$ cat config.mk
export PLATFORM = sky130hd
export DESIGN_NAME = keypad_scan_controller
export DESIGN_NICKNAME = d
export VERILOG_FILES = /design/src/rtl/keypad_pkg.sv /design/src/rtl/key_fifo.sv /design/src/rtl/keypad_scan_controller.sv
export SDC_FILE = /design/constraint.sdc
export NUM_CORES = 1
export LEC_CHECK = 0
export BUFFER_PORTS_ARGS = -buffer_cell sky130_fd_sc_hd__buf_2
export CAP_MARGIN = 0
export CORE_UTILIZATION = 53
export CTS_CLUSTER_DIAMETER = 40
export DETAILED_ROUTE_END_ITERATION = 16
export GPL_ROUTABILITY_DRIVEN = 0
export MAX_ROUTING_LAYER = met4
export PLACE_DENSITY = 0.76
export SLEW_MARGIN = 20
export SYNTH_ARGS = -nofsm -noshare
export SYNTH_HDL_FRONTEND = slang
export SYNTH_SLANG_ARGS = --single-unit
$ cat constraint.sdc
create_clock -name clk -period 2.5 [get_ports clk]
set_clock_uncertainty 0.15 [all_clocks]
set_input_delay 0.25 -clock clk [delete_from_list [all_inputs] [get_ports clk]]
set_output_delay 0.25 -clock clk [all_outputs]
set_load 0.005 [all_outputs]
$ cat src/rtl/keypad_pkg.sv
// keypad_pkg: shared state encoding, constants and helpers for the
// 4x4 keypad scan controller. The optional key queue is enabled with
// the KEYPAD_FIFO_EN macro.
package keypad_pkg;

    typedef enum logic [1:0] {
        SCAN     = 2'd0,
        DEBOUNCE = 2'd1,
        HELD     = 2'd2
    } scan_state_t;

    localparam logic [3:0] ROW_INIT = 4'b1110;
    localparam int         KEY_W    = 4;

    // Index of the lowest low bit in an active-low vector (3 if only bit 3 is low).
    function automatic logic [1:0] col_to_idx(input logic [3:0] col);
        logic [1:0] idx;
        idx = 2'd3;
        for (int i = 3; i >= 0; i--) begin
            if (!col[i]) begin
                idx = 2'(i);
            end
        end
        return idx;
    endfunction

endpackage

$ cat src/rtl/key_fifo.sv
// key_fifo: small synchronous key queue with push/pop, empty flag and a
// one-cycle drop pulse when a push finds the queue full with no pop.
// Only compiled and used when KEYPAD_FIFO_EN is defined.
`ifdef KEYPAD_FIFO_EN
module key_fifo #(
    parameter int DEPTH = 4,
    parameter int W     = 4
) (
    input  logic         clk,
    input  logic         rst,
    input  logic         push,
    input  logic [W-1:0] push_data,
    input  logic         pop,
    output logic [W-1:0] head,
    output logic         empty,
    output logic         drop
);

    localparam int AW = (DEPTH > 1) ? $clog2(DEPTH) : 1;

    logic [W-1:0]  mem [DEPTH];
    logic [AW-1:0] rd_ptr;
    logic [AW-1:0] wr_ptr;
    logic [AW:0]   count;
    logic          full;
    logic          do_push;
    logic          do_pop;

    function automatic logic [AW-1:0] ptr_inc(input logic [AW-1:0] p);
        return (p == AW'(DEPTH - 1)) ? '0 : p + 1'b1;
    endfunction

    assign full    = (count == (AW + 1)'(DEPTH));
    assign empty   = (count == '0);
    assign do_pop  = pop && !empty;
    assign do_push = push && (!full || do_pop);
    assign head    = mem[rd_ptr];

    // Storage, pointers and occupancy; a push into a full queue survives only alongside a pop.
    always_ff @(posedge clk) begin
        if (rst) begin
            for (int i = 0; i < DEPTH; i++) begin
                mem[i] <= '0;
            end
            rd_ptr <= '0;
            wr_ptr <= '0;
            count  <= '0;
            drop   <= 1'b0;
        end else begin
            drop <= push && !do_push;
            if (do_push) begin
                mem[wr_ptr] <= push_data;
                wr_ptr      <= ptr_inc(wr_ptr);
            end
            if (do_pop) begin
                rd_ptr <= ptr_inc(rd_ptr);
            end
            count <= count + {{AW{1'b0}}, do_push} - {{AW{1'b0}}, do_pop};
        end
    end

endmodule
`endif

$ cat src/rtl/keypad_scan_controller.sv
// keypad_scan_controller: walking-0 row scan of a 4x4 keypad with press and
// release debouncing and a valid/ack key handoff. The scan freezes on a
// candidate key until it is either rejected or released.
// Define KEYPAD_FIFO_EN to queue keys in key_fifo instead of a single register.
module keypad_scan_controller
    import keypad_pkg::*;
#(
    parameter int SCAN_DIV     = 4,
    parameter int DEBOUNCE_CNT = 8,
    parameter int FIFO_DEPTH   = 4
) (
    input  logic             clk,
    input  logic             rst,
    input  logic [3:0]       col_in,
    input  logic             key_ack,
    output logic [3:0]       row_out,
    output logic [KEY_W-1:0] key_code,
    output logic             key_valid,
    output logic             key_held,
    output logic             key_ovf
);

    localparam int DIV_W  = $clog2(SCAN_DIV);
    localparam int STAB_W = $clog2(DEBOUNCE_CNT + 1);
    localparam logic [DIV_W-1:0]  DWELL_LAST = DIV_W'(SCAN_DIV - 1);
    localparam logic [STAB_W-1:0] STAB_LAST  = STAB_W'(DEBOUNCE_CNT - 1);

    if (SCAN_DIV < 2 || DEBOUNCE_CNT < 1 || FIFO_DEPTH < 1) begin : g_bad_params
        $error("keypad_scan_controller: illegal parameter value");
    end

    scan_state_t       state;
    scan_state_t       state_nxt;
    logic [DIV_W-1:0]  dwell_cnt;
    logic [DIV_W-1:0]  dwell_nxt;
    logic [STAB_W-1:0] stab_cnt;
    logic [STAB_W-1:0] stab_nxt;
    logic [3:0]        row_q;
    logic [3:0]        row_nxt;
    logic [1:0]        col_idx;
    logic [1:0]        col_idx_nxt;
    logic              accept;
    logic [KEY_W-1:0]  new_code;

    assign row_out  = row_q;
    assign key_held = (state == HELD);
    assign new_code = {col_to_idx(row_q), col_idx};

    // Scan state, dwell/stability counters, row strobe and latched column.
    always_ff @(posedge clk) begin
        if (rst) begin
            state     <= SCAN;
            dwell_cnt <= '0;
            stab_cnt  <= '0;
            row_q     <= ROW_INIT;
            col_idx   <= '0;
        end else begin
            state     <= state_nxt;
            dwell_cnt <= dwell_nxt;
            stab_cnt  <= stab_nxt;
            row_q     <= row_nxt;
            col_idx   <= col_idx_nxt;
        end
    end

    // Next-state logic: step rows, qualify a press, then wait for a clean release.
    always_comb begin
        state_nxt   = state;
        dwell_nxt   = dwell_cnt;
        stab_nxt    = stab_cnt;
        row_nxt     = row_q;
        col_idx_nxt = col_idx;
        accept      = 1'b0;
        case (state)
            SCAN: begin
                if (dwell_cnt == DWELL_LAST) begin
                    dwell_nxt = '0;
                    if (col_in != 4'hF) begin
                        col_idx_nxt = col_to_idx(col_in);
                        stab_nxt    = '0;
                        state_nxt   = DEBOUNCE;
                    end else begin
                        row_nxt = {row_q[2:0], row_q[3]};
                    end
                end else begin
                    dwell_nxt = dwell_cnt + 1'b1;
                end
            end
            DEBOUNCE: begin
                if (col_in[col_idx]) begin
                    state_nxt = SCAN;
                    row_nxt   = {row_q[2:0], row_q[3]};
                    dwell_nxt = '0;
                    stab_nxt  = '0;
                end else if (stab_cnt == STAB_LAST) begin
                    accept    = 1'b1;
                    state_nxt = HELD;
                    stab_nxt  = '0;
                end else begin
                    stab_nxt = stab_cnt + 1'b1;
                end
            end
            HELD: begin
                if (!col_in[col_idx]) begin
                    stab_nxt = '0;
                end else if (stab_cnt == STAB_LAST) begin
                    state_nxt = SCAN;
                    row_nxt   = {row_q[2:0], row_q[3]};
                    dwell_nxt = '0;
                    stab_nxt  = '0;
                end else begin
                    stab_nxt = stab_cnt + 1'b1;
                end
            end
            default: begin
                state_nxt = SCAN;
            end
        endcase
    end

`ifdef KEYPAD_FIFO_EN
    logic fifo_empty;

    key_fifo #(
        .DEPTH (FIFO_DEPTH),
        .W     (KEY_W)
    ) u_key_fifo (
        .clk       (clk),
        .rst       (rst),
        .push      (accept),
        .push_data (new_code),
        .pop       (key_ack),
        .head      (key_code),
        .empty     (fifo_empty),
        .drop      (key_ovf)
    );

    assign key_valid = !fifo_empty;
`else
    // Single holding register: a new key replaces the old one only if it was consumed this cycle.
    always_ff @(posedge clk) begin
        if (rst) begin
            key_code  <= '0;
            key_valid <= 1'b0;
            key_ovf   <= 1'b0;
        end else begin
            key_ovf <= 1'b0;
            if (accept) begin
                if (!key_valid || key_ack) begin
                    key_code  <= new_code;
                    key_valid <= 1'b1;
                end else begin
                    key_ovf <= 1'b1;
                end
            end else if (key_ack) begin
                key_valid <= 1'b0;
            end
        end
    end
`endif

endmodule

* After elaboration in Yosys (flattened, before gate mapping)
Index checks and enable logic that the tools add are counted.
** Storage, ports and cells
- Register bits after elaboration :: 20
- Latch bits :: 0
- RAM bits :: 0
- Memory bits (read-only) :: 0
- Input bits :: 7
- Output and inout bits :: 11
- Logic and storage cells :: 75
- Memories :: 0
** Cells by class
- Add/sub/neg operators :: 2
- $mul :: 0
- Div/mod/pow operators :: 0
- Magnitude comparators :: 1
- Eq/ne operators :: 13
- Shift-type cells :: 0
- Multiplexer cells :: 37
- Bitwise gates (word level) :: 1
- Reductions and logical operators :: 13
** Operators by type and width (count)
- $mux W4 :: 10
- $mux W2 :: 12
- $pmux W4 S3 :: 2
- $pmux W2 S3 :: 2
- $mux W1 :: 10
- $ne A2 B2 Y1 const B :: 4
- $ne A2 B1 Y1 const B :: 3
- $reduce_and A3 Y1 :: 2
- $reduce_and A6 Y1 :: 1
- $reduce_and A5 Y1 :: 1
- $add A4 B1 Y4 const B :: 1
- $eq A2 B2 Y1 const B :: 2
- $eq A4 B3 Y1 const B :: 1
- $ne A4 B4 Y1 const B :: 1
- $reduce_and A2 Y1 :: 2
- $reduce_and A4 Y1 :: 1
- $lt A2 B3 Y1 const B :: 1
- $ne A3 B3 Y1 const B :: 1
- $reduce_bool A3 Y1 :: 1
- $add A2 B1 Y2 const B :: 1
- $bmux W1 S2 :: 1
- $eq A2 B1 Y1 const B :: 1
- $logic_not A2 Y1 :: 1
- $reduce_bool A2 Y1 :: 1
- 4 further kinds :: 4

* Depth between registers and ports, before layout
- Depth after elaboration :: 6
- Mapped depth :: 7
- Mapped depth without buffers :: 7

* Worst setup path before layout
No wires, ideal clock.
- Kind :: flip-flop to flip-flop
- From :: register state[0]
- To :: register stab_cnt[2]
- Library setup time :: 0.134 ns
- Arrival :: 1.512 ns
- Data required time :: 2.216 ns
- Setup slack :: 0.704 ns
- Cell stages (with the launch flop) :: 8
- Buffers on the path :: 0
- Clock period less this slack :: 1.796 ns
- Path through :: dfxtp_1 > inv_1 > ha_1 > nor2b_1 > a31oi_1 > nor3b_1 > o21ai_0 > a21oi_1
** On the way
- Word-level cells in the longest chain between the ends :: 3
- Elaborated cells between the ends (all ways) :: 8
- Classes of those cells :: eq/ne: 4; mux: 1; reduce/logical: 3
** RTL lines
- start: declaration :: line keypad_scan_controller.sv:32 : scan_state_t state;
- start signal: assignment :: line keypad_scan_controller.sv:58 : state <= state_nxt;
- $eq A2 B2 Y1 (tied with other cells) :: line keypad_scan_controller.sv:74 : case (state)
- $reduce_bool A3 Y1 (no line) / $ne A2 B2 Y1 (equally long branches)
- $reduce_and A3 Y1 (no line)
- end signal: assignment :: line keypad_scan_controller.sv:60 : stab_cnt <= stab_nxt;
- end: declaration :: line keypad_scan_controller.sv:36 : logic [STAB_W-1:0] stab_cnt;
Parallel ways exist; a longest one is shown, timed or not.
A chain may end at the register's enable or synchronous reset.

* Worst setup path in the final report
- From :: register state[0]
- To :: register stab_cnt[1]
The elaborated chain is that of the path after synthesis.

==> impl_metrics.tcl <==
set metrics [dict create \
    outcome "finished clean" \
    arrival_ns 2.05 \
    grt_pass1_wl_um 3290 \
    post-cts-setup-buffers 0 \
    area_growth_pct 13.7 \
    ys.warnings.count 0 \
    setup_slack_ns 0.488 \
    drt-wirelength-per-cell_um 11.9 \
    dp_hpwl_um 1500 \
    powerDensity_nw_per_um2 609 \
    dpl_cell_area_um2 1130 \
    synth.largest_area_cell "dfxtp_1" \
    drt_iter0_drc 9 \
    synth-xor-area-share_pct 0 \
    fin_nets 152 \
    place_ws_ns 0.527 \
    clock_latency_ns 0.30 \
    totalPowerFinal_mw 0.712 \
    antenna_found_initial 0 \
    crit_chain "inv_1, ha_1, nor2b_1, a31oi_1, nor3b_2, a22oi_1, nor2_1" \
    r2r_slack_ns 0.49 \
    post-route-period-util_pct 80.5 \
    hp-start "key_ack" \
    cts.sinks 20 \
    synthTopCellsByArea "dfxtp_1, ha_1, a21oi_1, nor2_1, nand2_1" \
    drive_gt1_share_pct 21.0 \
    synth_commonest_cells "dfxtp_1, a21oi_1, nor2_1" \
    synth_compound_area_share_pct 16.5 \
    worst_pin_slew_ns 0.551 \
    max_cap_violations 0 \
    cts_made_buffers 3 \
    n_antenna_cell 0 \
    postLayoutCoreUtil_pct 66.3 \
    syn_inst 120 \
    crit_fanout 6 \
    slew_headroom_pct 63.1 \
    finalInstanceArea_um2 1170 \
    vias 881 \
    power_leakage_nw 0.472 \
    fin_hold_ws_ns 0.123 \
    synthMuxAreaShare_pct 6.08 \
    hold_depth 3 \
    crit_slowest_cell "a31oi_1" \
    r2r_start "state[0]" \
    clk_pin_slew_ns 0.11 \
    overflow 0 \
    worstHoldPathType "input pin to flop" \
    vdd_drop_max_mv 0.479 \
    critPathMaxStageDelay_ns 0.44 \
    rows 15 \
    min_period_ns 2.01 \
    clkPwrFrac_pct 26.2 \
    grt_pass1_vias 756 \
    synth_top_family_by_area "simple AND/OR/NAND/NOR gates" \
    p_seq_share_pct 51.1 \
    die_w_um 46.1 \
    tns_ns 0 \
    setup_viol 0 \
    cp-start-kind "flop" \
    dpl.cell_count 159 \
    io_pins 18 \
    whs_endpoint "key_ovf" \
    r2r_end "stab_cnt[1]" \
    drtAntennaViolNets 0 \
    async_flop_share_pct 0 \
    reg2reg_depth 7 \
    first_pass_iters 4 \
    yosysUniqueCellTypes 30 \
    crit_type "flop to flop" \
    netlist.area_leader.share_pct 38.9 \
    synth_most_common_cell "dfxtp_1" \
    postCtsHoldBufs 0 \
    cts_buffer_depth 2 \
    cts_resized 0 \
    finalHoldViolations 0 \
    synth_edf_count 0 \
    synth_fa_ha_area_share_pct 7.30 \
    drc 0 \
    ys_ff_latch 20 \
    synth_nets 133 \
    stdcell_count 163 \
    port_buffers 17 \
    initial_core_util_pct 58.3 \
    synth_area_per_cell_um2 8.57 \
    core_area_um2 1760 \
    dieArea_um2 2120 \
    combinationalPowerShare_pct 22.7 \
    synth-seq-area-share_pct 38.9 \
    required_ns 2.54 \
    netlist_area_um2 1030 \
    p_switching_mw 0.206 \
    die_y_um 46.1 \
    synthFlopType "dfxtp_1" \
    htree_levels 1 \
    drt_wl_total_um 1940 \
    viasPerCell 5.40 \
    grt_start_max_net_pins 24 \
    cts_tree "built" \
    fmax_ghz 0.497 \
    rsz0062_at_grt "no" \
    root_buffer "clkbuf_4" \
    cp-end-kind "flop" \
    grt_util_all_layers_pct 22.5 \
    slew_violations 0 \
    p_int_mw 0.506 \
    synthSimpleGateAreaFrac_pct 27.9 \
    switching_share_pct 28.9 \
]
-- cell usage in the layout, fill, tap and decap left out, drive strengths merged --
master	instances
ha	6
a21oi	13
nand2b	3
nand4	1
and3	1
o21a	1
a21o	1
nor3b	2
nor2b	4
clkbuf	4
nand3b	2
o21bai	1
buf	17
nand3	6
a31oi	3
a222oi	1
and3b	1
mux4	1
mux2i	4
o21ai	2
a211o	1
dfxtp	20
nand2	13
a22oi	3
nor2	14
nor3	7
inv	6
-- cell type report --
cell class	instances	area, um2
multi-input cells	91	594
inverters	6	22.5
clock buffers	4	36.3
flip-flops and latches	20	400
fillers	178	594
repair buffers	17	85.1
well taps	25	31.3
-- cells by family after synthesis --
| logic type | Yosys count |
|---|---|
| muxes | 5 |
| AOI/OAI and AO/OA | 26 |
| and+or+nand+nor | 54 |
| adders and majority gates | 6 |
| DFF | 20 |
| buffers and inverters | 9 |
-- flip-flops by register name (all words and copies together) (netlist names) --
signal,count
row_out,4
key_valid,1
stab_cnt,4
state,2
key_ovf,1
key_code,4
dwell_cnt,2
col_idx,2
-- critical path: cells and delay by family, from the launching register on --
| family | cells | cell delay [ns] |
|---|---|---|
| fa+ha+maj | 1 | 0.34 |
| flops | 1 | 0.39 |
| buf+inv | 1 | 0.08 |
| compound gates | 2 | 0.61 |
| simple gates | 3 | 0.33 |
-- worst max-delay path by stage --
stage               cells after the start  slack [ns]          end     start
detailed placement                      7        0.53  stab_cnt[1]  state[0]
floorplan                               7        0.70  stab_cnt[2]  state[0]
CTS                                     7        0.50  stab_cnt[1]  state[0]
global placement                        7        0.60  stab_cnt[0]  state[0]
global route                            7        0.31  stab_cnt[0]  state[0]
finish                                  7        0.49  stab_cnt[1]  state[0]
-- per-layer routing --
layer | track usage (%) | share of wire [%] | wire (um)
met5 | - | 0 | 0
met2 | 34.6 | 46 | 894
met3 | 4.71 | 3.1 | 60
met4 | 10.6 | 2.0 | 38
met1 | 28.0 | 49 | 945
-- power groups by stage --
stage	Sequential, mW	Combinational [mW]	Clock (mW)
6_report	0.364	0.162	0.186
5_1_grt	0.368	0.187	0.208
4_1_cts	0.364	0.162	0.192
3_5_place_dp	0.371	0.161	0
3_3_place_gp	0.369	0.157	0
2_1_floorplan	0.367	0.127	0
Note: power is estimated with default switching activity, not from simulation.
